==> src/rtl/imem_loader_if.sv <==
// Byte-stream and instruction-memory write-port bundle for imem_loader.
// master = loader side, slave = stream source / memory side.
interface imem_loader_if;
  logic        byte_valid;
  logic [7:0]  byte_data;
  logic        byte_ready;
  logic        we;
  logic [31:0] waddr;
  logic [31:0] wdata;

  modport master (
    input  byte_valid, byte_data,
    output byte_ready, we, waddr, wdata
  );

  modport slave (
    output byte_valid, byte_data,
    input  byte_ready, we, waddr, wdata
  );
endinterface

==> src/rtl/imem_loader.sv <==
// Boot loader: reads a little-endian length N and N words from a byte stream, writes them to IMEM.
// Optional trailing checksum stage enabled by defining LOADER_CHECKSUM_EN.
module imem_loader #(
  parameter int unsigned DEPTH     = 256,
  parameter logic [31:0] BASE_ADDR = 32'h0000_0000
) (
  input  logic               clk,
  input  logic               rst,
  input  logic               start,
  imem_loader_if.master      bus,
  output logic               busy,
  output logic               done,
  output logic               err,
  output logic               cpu_rst,
  output logic [31:0]        word_count
);

`ifdef LOADER_CHECKSUM_EN
  typedef enum logic [2:0] {
    IDLE = 3'd0, LEN = 3'd1, DATA = 3'd2, DONE = 3'd3, ERR = 3'd4, CHK = 3'd5
  } state_t;
  localparam state_t LOAD_END = CHK;
`else
  typedef enum logic [2:0] {
    IDLE = 3'd0, LEN = 3'd1, DATA = 3'd2, DONE = 3'd3, ERR = 3'd4
  } state_t;
  localparam state_t LOAD_END = DONE;
`endif

  localparam logic [31:0] DEPTH_W = 32'(DEPTH);

  state_t      state_r;
  state_t      next_state_s;
  logic [1:0]  byte_cnt_r;
  logic [31:0] shift_r;
  logic [31:0] word_idx_r;
  logic [31:0] word_count_r;
  logic        byte_ready_r;
  logic        we_r;
  logic [31:0] waddr_r;
  logic [31:0] wdata_r;
  logic        busy_r;
  logic        done_r;
  logic        err_r;
  logic        cpu_rst_r;
`ifdef LOADER_CHECKSUM_EN
  logic [31:0] sum_r;
`endif

  logic        accept_s;
  logic        word_end_s;
  logic        last_word_s;
  logic        start_load_s;
  logic [31:0] word_s;

  assign accept_s     = bus.byte_valid & byte_ready_r;
  assign word_end_s   = accept_s & (byte_cnt_r == 2'd3);
  // Newest byte enters at the top, so after four shifts the first byte sits in bits 7:0.
  assign word_s       = {bus.byte_data, shift_r[31:8]};
  assign last_word_s  = (word_idx_r == (word_count_r - 32'd1));
  assign start_load_s = start & ((state_r == IDLE) | (state_r == DONE) | (state_r == ERR));

  // Next-state decode.
  always_comb begin
    next_state_s = state_r;
    case (state_r)
      IDLE, DONE, ERR: begin
        if (start) next_state_s = LEN;
        else       next_state_s = state_r;
      end
      LEN: begin
        if (!word_end_s)              next_state_s = LEN;
        else if (word_s == 32'd0)     next_state_s = LOAD_END;
        else if (word_s > DEPTH_W)    next_state_s = ERR;
        else                          next_state_s = DATA;
      end
      DATA: begin
        if (word_end_s && last_word_s) next_state_s = LOAD_END;
        else                           next_state_s = DATA;
      end
`ifdef LOADER_CHECKSUM_EN
      CHK: begin
        if (!word_end_s)          next_state_s = CHK;
        else if (word_s == sum_r) next_state_s = DONE;
        else                      next_state_s = ERR;
      end
`endif
      default: next_state_s = IDLE;
    endcase
  end

  // State register and registered status outputs decoded from the upcoming state.
  always_ff @(posedge clk or posedge rst) begin
    if (rst) begin
      state_r      <= IDLE;
      byte_ready_r <= 1'b0;
      busy_r       <= 1'b0;
      done_r       <= 1'b0;
      err_r        <= 1'b0;
      cpu_rst_r    <= 1'b1;
    end else begin
      state_r      <= next_state_s;
`ifdef LOADER_CHECKSUM_EN
      byte_ready_r <= (next_state_s == LEN) | (next_state_s == DATA) | (next_state_s == CHK);
      busy_r       <= (next_state_s == LEN) | (next_state_s == DATA) | (next_state_s == CHK);
`else
      byte_ready_r <= (next_state_s == LEN) | (next_state_s == DATA);
      busy_r       <= (next_state_s == LEN) | (next_state_s == DATA);
`endif
      done_r       <= (next_state_s == DONE);
      err_r        <= (next_state_s == ERR);
      cpu_rst_r    <= (next_state_s != DONE);
    end
  end

  // Byte assembly, length latch, write pulse and running sum.
  always_ff @(posedge clk or posedge rst) begin
    if (rst) begin
      byte_cnt_r   <= 2'd0;
      shift_r      <= 32'd0;
      word_idx_r   <= 32'd0;
      word_count_r <= 32'd0;
      we_r         <= 1'b0;
      waddr_r      <= 32'd0;
      wdata_r      <= 32'd0;
`ifdef LOADER_CHECKSUM_EN
      sum_r        <= 32'd0;
`endif
    end else begin
      we_r <= 1'b0;
      if (start_load_s) begin
        byte_cnt_r   <= 2'd0;
        shift_r      <= 32'd0;
        word_idx_r   <= 32'd0;
        word_count_r <= 32'd0;
`ifdef LOADER_CHECKSUM_EN
        sum_r        <= 32'd0;
`endif
      end else if (accept_s) begin
        byte_cnt_r <= byte_cnt_r + 2'd1;
        shift_r    <= word_s;
        if (word_end_s && (state_r == LEN)) begin
          word_count_r <= word_s;
        end else if (word_end_s && (state_r == DATA)) begin
          we_r    <= 1'b1;
          waddr_r <= BASE_ADDR + (word_idx_r << 2);
          wdata_r <= word_s;
`ifdef LOADER_CHECKSUM_EN
          sum_r   <= sum_r + word_s;
`endif
          // Index stops at the last word so it never passes DEPTH-1.
          if (!last_word_s) word_idx_r <= word_idx_r + 32'd1;
        end
      end
    end
  end

  assign bus.byte_ready = byte_ready_r;
  assign bus.we         = we_r;
  assign bus.waddr      = waddr_r;
  assign bus.wdata      = wdata_r;
  assign busy           = busy_r;
  assign done           = done_r;
  assign err            = err_r;
  assign cpu_rst        = cpu_rst_r;
  assign word_count     = word_count_r;

endmodule

==> src/flat_wrapper.sv <==
// flat-port wrapper written by rule: the top's interface ports become plain ports
module imem_loader_flat 
#(
  parameter int unsigned DEPTH     = 256,
  parameter logic [31:0] BASE_ADDR = 32'h0000_0000
)
  (clk, rst, start, busy, done, err, cpu_rst, word_count, bus_byte_valid, bus_byte_data, bus_byte_ready, bus_we, bus_waddr, bus_wdata);
  imem_loader_if bus_i ();
  input  logic clk;
  input  logic rst;
  input  logic start;
  output logic busy;
  output logic done;
  output logic err;
  output logic cpu_rst;
  output logic [31:0] word_count;
  input wire logic [$bits(bus_i.byte_valid)-1:0] bus_byte_valid;
  input wire logic [$bits(bus_i.byte_data)-1:0] bus_byte_data;
  output wire logic [$bits(bus_i.byte_ready)-1:0] bus_byte_ready;
  output wire logic [$bits(bus_i.we)-1:0] bus_we;
  output wire logic [$bits(bus_i.waddr)-1:0] bus_waddr;
  output wire logic [$bits(bus_i.wdata)-1:0] bus_wdata;
  assign bus_i.byte_valid = bus_byte_valid;
  assign bus_i.byte_data = bus_byte_data;
  assign bus_byte_ready = bus_i.byte_ready;
  assign bus_we = bus_i.we;
  assign bus_waddr = bus_i.waddr;
  assign bus_wdata = bus_i.wdata;
  imem_loader #(.DEPTH(DEPTH), .BASE_ADDR(BASE_ADDR)) u_core (.clk(clk), .rst(rst), .start(start), .bus(bus_i), .busy(busy), .done(done), .err(err), .cpu_rst(cpu_rst), .word_count(word_count));
endmodule
==> config.mk <==
export PLATFORM = sky130hd
export DESIGN_NAME = imem_loader_flat
export DESIGN_NICKNAME = d
export VERILOG_FILES = /design/src/rtl/imem_loader_if.sv /design/src/rtl/imem_loader.sv /design/src/flat_wrapper.sv
export SDC_FILE = /design/constraint.sdc
export NUM_CORES = 1
export LEC_CHECK = 0
export ABC_AREA = 1
export CORE_MARGIN = 5
export CORE_UTILIZATION = 65
export CTS_CLUSTER_DIAMETER = 200
export DETAILED_ROUTE_END_ITERATION = 10
export DONT_BUFFER_PORTS = 1
export GPL_ROUTABILITY_DRIVEN = 0
export PLACE_DENSITY_LB_ADDON = 0.05
export SYNTH_ARGS = -nofsm -noshare
export SYNTH_HDL_FRONTEND = slang
export SYNTH_SLANG_ARGS = --single-unit
==> constraint.sdc <==
create_clock -name clk -period 9.8 [get_ports clk]
set_input_delay 0.49 -clock clk [delete_from_list [all_inputs] [get_ports clk]]
set_output_delay 0.49 -clock clk [all_outputs]
set_load 0.005 [all_outputs]
==> results of run 1 <==
==> report_power, final <==
group          leakage, nW  internal [mW]  switching [mW]
Sequential            2.20          0.747           0.116
Clock                0.290          0.410           0.274
Combinational         2.52          0.444            1.01
==> placed cells by master, fill, tap and decap left out, drive strengths merged, types with 3 or more instances in the layout <==
cell type,count
nand4,50
nand3,93
bufinv,3
nand3b,5
ha,3
o22ai,29
buf,4
xnor2,11
nand2,316
o21ai,91
dfrtp,159
a21oi,4
nor4,12
clkbuf,21
xor2,51
nor2,115
nor3,21
inv,176
clkinv,5
==> cell families after synthesis <==
family / count (synthesis) / synth area share (%)
simple gates: 613 / 30.4
flops: 160 / 45.0
other cells: 1 / 0.0421
fa+ha+maj: 3 / 0.422
xor+xnor: 62 / 6.10
compound gates: 127 / 7.65
buf+inv: 234 / 10.3
==> registers in the layout (all words and copies together) (netlist names) <==
name,flops
u_core.bus.wdata,32
u_core.word_count,32
u_core.word_idx_r,32
u_core.bus.waddr,30
u_core.shift_r,24
u_core.state_r,3
u_core.byte_cnt_r,2
u_core.bus.byte_ready,1
u_core.bus.we,1
u_core.cpu_rst,1
u_core.done,1
u_core.err,1
==> cell usage after synthesis, types with 11 or more instances <==
library cell,instances
nand2_1,312
inv_1,170
dfrtp_1,159
nor2_1,102
nand3_1,92
o21ai_0,84
xor2_1,51
nand4_1,50
clkbuf_1,41
o22ai_1,29
nor3_1,21
nor4_1,12
xnor2_1,11
==> final timing paths <==
check                      cells past startpoint  slack [ns]                           endpoint
min                                            1        0.04    u_core.bus.wdata[7]$_DFFE_PP0P_
min in group clk                               2        0.20     u_core.shift_r[25]$_DFFE_PP0P_
max                                           14        6.40  u_core.word_idx_r[12]$_DFFE_PP0P_
max reg2reg                                   14        6.40  u_core.word_idx_r[12]$_DFFE_PP0P_
max in group asynchronous                      2        8.37  u_core.word_idx_r[19]$_DFFE_PP0P_
min reg2reg                                    2        0.51    u_core.bus.wdata[5]$_DFFE_PP0P_
==> final cells by class <==
type / count / share of cell area [%]
multi-input combinational: 807 / 41.9
sequential: 160 / 42.1
inverter: 175 / 6.96
clock buffer: 21 / 4.74
timing repair buffer: 4 / 0.316
tap: 176 / 2.32
clock inverter: 11 / 1.64
==> per-layer routing <==
layer	GRT usage, %	share of wire [%]	wire length (um)	vias to the layer above
li1	-	-	-	3769
met2	42.3	43	10300	379
met3	9.89	11	2590	51
met4	11.1	2.6	632	0
met5	0	0	0	-
met1	44.0	43	10400	3758
==> metrics.csv, run 1 <==
metric,value,unit
drt pass-1 iters,6,
H-tree levels,4,
"Seq/Total Area, Yosys",45.0,%
CP max stage cell,nand3_2,
asr flop ratio synth,100,%
mapped cell area,8900,um2
Top Ports,114,
CP Class,flip-flop to flip-flop,
share of the synthesized area in the top cell type,44.7,%
final worst path period share,34.7,%
CP peak stage delay,0.62,ns
Worst setup EP type,flip-flop,
Setup crit start,u_core.word_count[0]$_DFFE_PP0P_,
post-route ant nets,0,
Synth Instances,1200,
DR vias,7957,
dominant cells by area after synthesis,"dfrtp_1 45%, nand2_1 13%, inv_1 7.2%, nand3_1 5.2%, xor2_1 5.0%",
setup repair after global routing missed its margin,false,
die area,16100,um2
Antenna diodes,0,
Finish-stage setup viols,0,
Crit path top cell by count,nand2_1,
Fin Hold WS,0.0410,ns
pre-CTS worst setup slack,6.46,ns
maximum vdd drop,188,uV
worst clock skew,0.00891,ns
Syn Area/Cell,7.42,um2
number of cell rows,42,
Routed WL per cell,17.6,um
initial antenna violation count,0,
final core occ,71.2,%
WL final,23900,um
# resized after CTS,0,
clock slew at reported path FFs,0.06,ns
DP Cell Count,1322,
Fin Setup TNS,0,ns
max_slew headroom,27.0,%
Final Instance Area,9510,um2
area of the multi-input gates,3980,um2
Area after DPL,8900,um2
final count of hold timing violations,0,
P_leak,5.01,nW
TritonCTS Sinks,160,
hold buffer count at cts,0,
clock latency on the worst-skew pair,0.44,ns
Tot Pwr,3.00,mW
Least-Margin Pin Slew,1.09,ns
"Top FF cell, synth",dfrtp_1,
largest net degree at the start of global routing,92,
CTS tree,yes,
number of synthesized register bits,160,
"Cell Count, Final, Fillers Out",1354,
Num CTS Buffers,17,
Crit path max-delay family,simple AND/OR/NAND/NOR gates,
IO Port Bufs,0,
power density cells,315,nW/um2
WP data required,10.17,ns
Synth cell types,33,
Global Route Usage Sum,30.2,%
register area,4010,um2
NumNets Final,1180,
hold crit path type,input port to async pin,
# fillers,1106,
Critical R2R Launch,u_core.word_count[0]$_DFFE_PP0P_,
initial core utilization,66.7,%
Vias/cell,5.88,
Root Buffer Master,clkbuf_16,
DRC violations left,0,
Setup crit start kind,flip-flop,
CTS max path bufs,2,
Core Area,13300,um2
Yosys warning total,0,
Period minus WS final,3.40,ns
"Max FO, Critical Path",33,
share of cells above drive strength 1,5.09,%
postcts setup bufs,0,
GRT overflow,0,
post-route worst setup slack,6.40,ns
global-route wire length before repair,38800,um
CP Cell Sequence,inv_2 > ha_1 > nand2_2 > nor2_4 > nand2_1 > inv_2 > nand2_1 > a21oi_1 > nand3_1 > nor2_1 > nand3_2 > nand2_4 > nand3_1 > nand2_1,
max frequency,294,MHz
largest area contributor in the netlist,dfrtp_1,
crit path buf inv count,2,
Post-synth EDFFs,0,
DPL Wire Length,17200,um
status,finished clean,
Layout area overhead,6.85,%
Max Cap Viol,0,
Final Max Tran Viols,0,
Starting DRT DRC Count,943,
vias in the first global route,7199,
chip width,127,um
CP arrival,3.77,ns
DIE HEIGHT,127,um
(Power assumes the default switching activity.)
==> inputs of run 2 (changes only) <==
CORE_UTILIZATION = 58   (was 65)
clock period = 3 ns   (was 9.8 ns; I/O delays follow)
==> run 2 against run 1 <==
Cell count grew 2.4%. Power grew to 3.2 times the previous value. Largest power group unchanged. Worst hold slack gained 0.088 ns. Count of clock-buffer cells in the layout shrank 1. Sequential cell count is the same. Routed wire length grew 1.9%.
==> metrics.csv, run 2 (synthesis results as in run 1) <==
metric,value,unit,change
status,finished clean,,
share of cells above drive strength 1,5.76,%,+0.67 points
DP Cell Count,1343,,+1.6%
H-tree levels,4,,unchanged
global-route wire length before repair,39900,um,+2.8%
CTS tree,yes,,
IO Port Bufs,0,,unchanged
chip width,134,um,+5.4%
P_leak,5.09,nW,+1.5%
initial antenna violation count,0,,unchanged
Root Buffer Master,clkbuf_16,,
clock latency on the worst-skew pair,0.43,ns,about the same
# fillers,1337,,+21%
maximum vdd drop,578,uV,+210%
Setup crit start kind,flip-flop,,
Area after DPL,9010,um2,+1.2%
power density cells,997,nW/um2,+220%
max frequency,396,MHz,+35%
CTS max path bufs,2,,unchanged
Num CTS Buffers,17,,unchanged
Routed WL per cell,17.5,um,-0.50%
postcts setup bufs,0,,unchanged
Layout area overhead,8.87,%,
post-route ant nets,0,,unchanged
"commonest non-fill, non-tap cell in the layout",nand2_1,,
Worst setup EP type,flip-flop,,
hold crit path type,input port to async pin,,
"Max FO, Critical Path",32,,-3.0%
"Cell Count, Final, Fillers Out",1386,,+2.4%
DPL Wire Length,17800,um,+3.5%
worst clock skew,0.00818,ns,-0.000730 ns
Top Ports,114,,unchanged
drt pass-1 iters,7,,+1
final worst path period share,84.2,%,+50 points
Core Area,15100,um2,+13%
max_slew headroom,53.0,%,+26 points
Antenna diodes,0,,unchanged
Starting DRT DRC Count,753,,-20%
vias in the first global route,7271,,+1.0%
DIE HEIGHT,134,um,+5.4%
GRT overflow,0,,unchanged
Vias/cell,5.59,,-4.9%
CP Class,flip-flop to flip-flop,,
WL final,24300,um,+1.9%
setup repair after global routing missed its margin,false,,
final count of hold timing violations,0,,unchanged
Finish-stage setup viols,0,,unchanged
DR vias,7746,,-2.7%
clock slew at reported path FFs,0.06,ns,about the same
Final Instance Area,9690,um2,+1.9%
Period minus WS final,2.53,ns,-0.872 ns
Least-Margin Pin Slew,0.703,ns,-0.389 ns
DRC violations left,0,,unchanged
largest net degree at the start of global routing,65,,-29%
"commonest cells after routing, fill and taps aside","311 x nand2_1, 168 x inv_1, 159 x dfrtp_1, 102 x nor2_1, 92 x nand3_1",,
TritonCTS Sinks,160,,unchanged
Final Max Tran Viols,0,,unchanged
Global Route Usage Sum,27.9,%,-2.4 points
CP arrival,2.89,ns,-0.88 ns
Max Cap Viol,0,,unchanged
NumNets Final,1200,,+1.7%
number of cell rows,45,,+7.1%
Fin Setup TNS,0,ns,unchanged
die area,17900,um2,+11%
r2r setup slk,0.47,ns,-5.93 ns
initial core utilization,58.8,%,-7.9 points
WP data required,3.37,ns,-6.80 ns
-- run 2: cell count changes in the layout (fill, tap and decap cells not counted), sizes merged --
cell / delta
clkinvlp: +1
clkinv: +2
dlygate4sd3: +11
buf: +9
bufinv: -1
inv: -1
clkbuf: -1
-- run 2: worst paths after layout --
path                                              startpoint                                end  cells past startpoint
setup reg to reg           u_core.word_count[11]$_DFFE_PP0P_  u_core.word_idx_r[12]$_DFFE_PP0P_                     13
min in group clk                            bus_byte_data[4]        u_core.state_r[2]$_DFF_PP0_                      6
setup / recovery           u_core.word_count[11]$_DFFE_PP0P_  u_core.word_idx_r[12]$_DFFE_PP0P_                     13
max in group asynchronous                                rst   u_core.bus.waddr[23]$_DFFE_PP0P_                      3
hold reg to reg              u_core.bus.waddr[4]$_DFFE_PP0P_    u_core.bus.waddr[4]$_DFFE_PP0P_                      2
hold / removal                                           rst    u_core.bus.wdata[6]$_DFFE_PP0P_                      2
-- run 2: routing by layer --
| metal | vias to the layer above | GRT usage (%) | share of wire [%] |
|---|---|---|---|
| li1 | 3792 | - | - |
| met1 | 3594 | 41.5 | 47 |
| met2 | 326 | 40.2 | 42 |
| met3 | 34 | 8.93 | 9.5 |
| met4 | 0 | 5.66 | 1.5 |
| met5 | - | 0 | 0 |
-- run 2: where the power goes --
group	leakage [nW]	switching (mW)	total, mW	internal [mW]
sequential	2.20	0.372	2.81	2.44
combinational	2.62	3.25	4.74	1.49
clock	0.275	0.885	2.11	1.23
total	5.09	4.51	9.66	5.16
-- run 2: area by class of cell --
| type | instances | area, um2 | area share, % |
|---|---|---|---|
| Inverter | 175 | 661 | 6.82 |
| Sequential cell | 160 | 4010 | 41.3 |
| Clock buffer | 20 | 437 | 4.51 |
| Multi-Input combinational cell | 807 | 3980 | 41.1 |
| Timing Repair Buffer | 24 | 233 | 2.40 |
| Tap cell | 188 | 235 | 2.43 |
| Clock inverter | 12 | 134 | 1.38 |
-- run 2: timing repair --
action | 4_1_cts | 5_1_grt
hold buffers | 11 | 0
endpoints found under the hold margin | 186 | 0
gates resized for setup | 0 | 0
-- run 2: per-stage QoR --
stage                     hold WS, ns  utilization [%]  setup WS, ns  total power [mW]
after floorplan                 0.297                -         0.822              6.35
after detailed placement      -0.0348             59.5         0.504              7.44
after global routing            0.132             64.0         0.124              10.5
after global placement        -0.0373             59.5         0.554              7.43
after CTS                       0.116             64.0         0.472              9.59
final                           0.129             64.0         0.475              9.66
-- run 2: critical path: stages, from the launching register on --
cell and delay [ns]:
dfrtp_1 0.49, nor2_1 0.25, nand2_1 0.17, nor2_4 0.21, nand2_1 0.13, o21ai_1 0.16
nand2_1 0.12, nor2_1 0.11, nand2_1 0.06, nor2_1 0.13, nand3_2 0.11, nand2_4 0.29
nand3_1 0.12, nand2_1 0.09
==> inputs of run 3 (changes only) <==
ABC_AREA = 0   (was 1)
CORE_UTILIZATION = 64   (was 58)
clock period = 2.35 ns   (was 3 ns; I/O delays follow)
==> run 3 against run 2 <==
The run now ends with setup timing left. Cell count is 19% lower. First-iteration DRC count grew 7.6%. Count of clock-buffer cells in the layout down 3. Largest cell class unchanged. Final area rose by 1.6%. Sequential power grew 24%. Register-to-register slack got worse by 1.2 ns. Sequential cell count unchanged. Setup slack got worse by 1.2 ns.
==> metrics.csv, run 3 <==
metric,value,unit,change
Final Instance Area,9850,um2,+1.6%
failing checks,setup timing,,
CP arrival,3.45,ns,+0.56 ns
Synth cell types,61,,+85%
area share of fa/ha/maj cells after synthesis,0.484,%,+0.063 points
final count of hold timing violations,0,,unchanged
NumNets Final,971,,-19%
initial antenna violation count,0,,unchanged
CTS max path bufs,2,,unchanged
Syn Area/Cell,9.28,um2,+25%
WP data required,2.71,ns,-0.66 ns
Yosys warning total,0,,unchanged
power density cells,761,nW/um2,-24%
initial core utilization,64.8,%,+6.0 points
CP Cell Sequence,nor3_2 > buf_4 > buf_4 > and3_4 > buf_4 > o21ai_1 > nand4_1 > a2111oi_4 > or4b_4 > o21ai_4 > clkbuf_16 > buf_4 > o21ai_1 > a21oi_1,,
die area,14400,um2,-20%
WL final,23400,um,-3.8%
Finish-stage setup viols,36,,+36
dominant cells by area after synthesis,"dfrtp_1 51%, nand2_1 13%, a22o_1 3.6%, xnor2_1 3.1%, a21oi_1 2.3%",,
chip width,120,um,-10%
CP peak stage delay,0.54,ns,+0.05 ns
P_leak,4.86,nW,-4.6%
asr flop ratio synth,100,%,unchanged
"Seq/Total Area, Yosys",51.7,%,+6.7 points
TritonCTS Sinks,160,,unchanged
clock slew at reported path FFs,0.06,ns,about the same
simple logic cell fraction of the synthesized area,24.8,%,-5.7 points
"Cell Count, Final, Fillers Out",1116,,-19%
r2r setup slk,-0.74,ns,-1.22 ns
hold crit path type,input port to async pin,,
DIE HEIGHT,120,um,-10%
Root Buffer Master,clkbuf_16,,
Least-Margin Pin Slew,0.844,ns,+0.140 ns
Global Route Usage Sum,32.9,%,+5.0 points
Final Max Tran Viols,0,,unchanged
Core Area,12000,um2,-21%
max_slew headroom,43.6,%,-9.4 points
H-tree levels,4,,unchanged
post-route ant nets,0,,unchanged
Area after DPL,8760,um2,-2.7%
Fin Setup TNS,-24.82,ns,-24.82 ns
mapped cell area,7750,um2,-13%
R2R cell count,14,,+1
status,finished with violations,,
Layout area overhead,27.1,%,
Max Cap Viol,0,,unchanged
largest family of logic cells by synthesized area,simple AND/OR/NAND/NOR gates,,
reg2reg end,u_core.word_idx_r[5]$_DFFE_PP0P_,,
Top Ports,114,,unchanged
Setup crit start kind,flip-flop,,
Num CTS Buffers,17,,unchanged
Routed WL per cell,21.0,um,+20%
"commonest non-fill, non-tap cell in the layout",nand2_1,,
IO Port Bufs,0,,unchanged
"count leader, synth",nand2_1,,
DP Cell Count,1061,,-21%
"commonest cells after routing, fill and taps aside","271 x nand2_1, 158 x dfrtp_1, 130 x buf_4, 33 x a21oi_1, 32 x a22o_1",,
DR vias,7130,,-8.0%
vias in the first global route,7173,,-1.3%
post-route worst setup slack,-0.743,ns,-1.22 ns
CP max stage cell,or4b_4,,
Crit path top cell by count,buf_4,,
Vias/cell,6.39,,+14%
clock latency on the worst-skew pair,0.44,ns,about the same
Synth Area in XOR/XNOR,5.09,%,-1.0 points
number of synthesized register bits,160,,unchanged
DRC violations left,0,,unchanged
worst clock skew,0.00910,ns,+0.000912 ns
max frequency,323,MHz,-18%
GRT overflow,0,,unchanged
share of cells above drive strength 1,23.1,%,+17 points
global-route wire length before repair,37200,um,-6.8%
CP Class,flip-flop to flip-flop,,
final worst path period share,132,%,+47 points
largest area contributor in the netlist,dfrtp_1,,
Worst setup EP type,flip-flop,,
maximum vdd drop,772,uV,+34%
"Max FO, Critical Path",4,,-88%
CTS tree,yes,,
setup repair after global routing missed its margin,true,,
DPL Wire Length,15300,um,-14%
Post-synth EDFFs,0,,unchanged
share of the synthesized area in the top cell type,51.3,%,+6.6 points
"Top FF cell, synth",dfrtp_1,,
Critical R2R Launch,u_core.word_count[0]$_DFFE_PP0P_,,
largest net degree at the start of global routing,67,,+3.1%
Synth Instances,835,,-30%
post-synthesis mux area share,0.775,%,+0.78 points
most frequent cells after synthesis,"272 x nand2_1, 159 x dfrtp_1, 38 x clkbuf_1",,
Synth Area in Compound Gates,13.3,%,+5.7 points
Period minus WS final,3.09,ns,+0.568 ns
drt pass-1 iters,5,,-2
Starting DRT DRC Count,810,,+7.6%
number of cell rows,40,,-11%
Antenna diodes,0,,unchanged
-- run 3: cell count changes after synthesis, sizes merged, moves of 11 or more --
cell	change
inv	-165
nor2	-93
o21ai	-75
nand3	-72
nand2	-44
nand4	-39
a21oi	+35
xor2	-33
a22o	+32
o22ai	-28
xnor2	+16
o211ai	+14
or4	+14
nor3	-11
-- run 3: worst max path at each step --
stage / startpoint / endpoint / cells past startpoint / slack (ns)
final: u_core.word_count[0]$_DFFE_PP0P_ / u_core.word_idx_r[5]$_DFFE_PP0P_ / 14 / -0.74
after global routing: u_core.word_count[2]$_DFFE_PP0P_ / u_core.word_idx_r[5]$_DFFE_PP0P_ / 12 / -0.88
after CTS: u_core.word_count[3]$_DFFE_PP0P_ / u_core.word_idx_r[3]$_DFFE_PP0P_ / 12 / -0.70
after detailed placement: u_core.word_count[0]$_DFFE_PP0P_ / u_core.word_idx_r[29]$_DFFE_PP0P_ / 11 / -0.94
after global placement: u_core.word_count[0]$_DFFE_PP0P_ / u_core.word_idx_r[28]$_DFFE_PP0P_ / 11 / -0.80
after floorplan: u_core.word_count[5]$_DFFE_PP0P_ / u_core.word_idx_r[15]$_DFFE_PP0P_ / 12 / -0.63
-- run 3: what timing repair did --
item / 4_1_cts / 5_1_grt
hold endpoints to repair: 186 / 0
setup endpoints to repair: 36 / 36
hold buffers: 10 / 0
gates resized for setup: 32 / 15
pin swaps: 13 / 13
gates cloned: 2 / 3
setup buffers: 6 / 2
-- run 3: power by group --
part	internal, mW	total [mW]	switching, mW	leakage, nW
logic	0.425	1.10	0.672	2.42
clock network	1.71	2.92	1.21	0.303
registers	3.14	3.48	0.339	2.13
total	5.27	7.49	2.22	4.86
-- run 3: per-layer routing --
metal / global-route usage, % / wire (um) / vias up
met5: 0 / 0 / -
met4: 13.8 / 921 / 0
met3: 8.06 / 2140 / 100
met2: 54.2 / 11300 / 445
met1: 41.6 / 9000 / 3451
li1: - / - / 3134
-- run 3: through the flow --
stage               total power [mW]  hold WS [ns]  setup WS, ns  utilization [%]
finish                          7.49         0.137        -0.743             82.3
global route                    7.84         0.144        -0.878             82.3
global placement                4.42       -0.0257        -0.796             73.3
floorplan                       4.12         0.223        -0.630                -
CTS                             7.44         0.118        -0.699             81.0
detailed placement              4.48       -0.0173        -0.936             73.3
-- run 3: logic make-up after synthesis --
kind of cell,Yosys count
and+or+nand+nor,412
DFF,160
AOI/OAI and AO/OA,144
buffers and inverters,64
xor gates and xnor gates,45
muxes,6
adders and majority gates,3
other,1
-- run 3: critical path, delay by kind of cell, from the launching register on --
| family | cells | cell delay (ns) |
|---|---|---|
| compound gates | 5 | 0.90 |
| buf+inv | 5 | 0.74 |
| flops | 1 | 0.41 |
| simple gates | 4 | 0.97 |
-- run 3: cell type report --
| class | count | area [um2] |
|---|---|---|
| fill | 687 | 2110 |
| tap | 147 | 184 |
| multi-input combinational | 613 | 3650 |
| inverter | 10 | 41.3 |
| timing repair buffer | 154 | 1350 |
| clock buffer | 17 | 425 |
| sequential | 160 | 4010 |
| clock inverter | 15 | 195 |
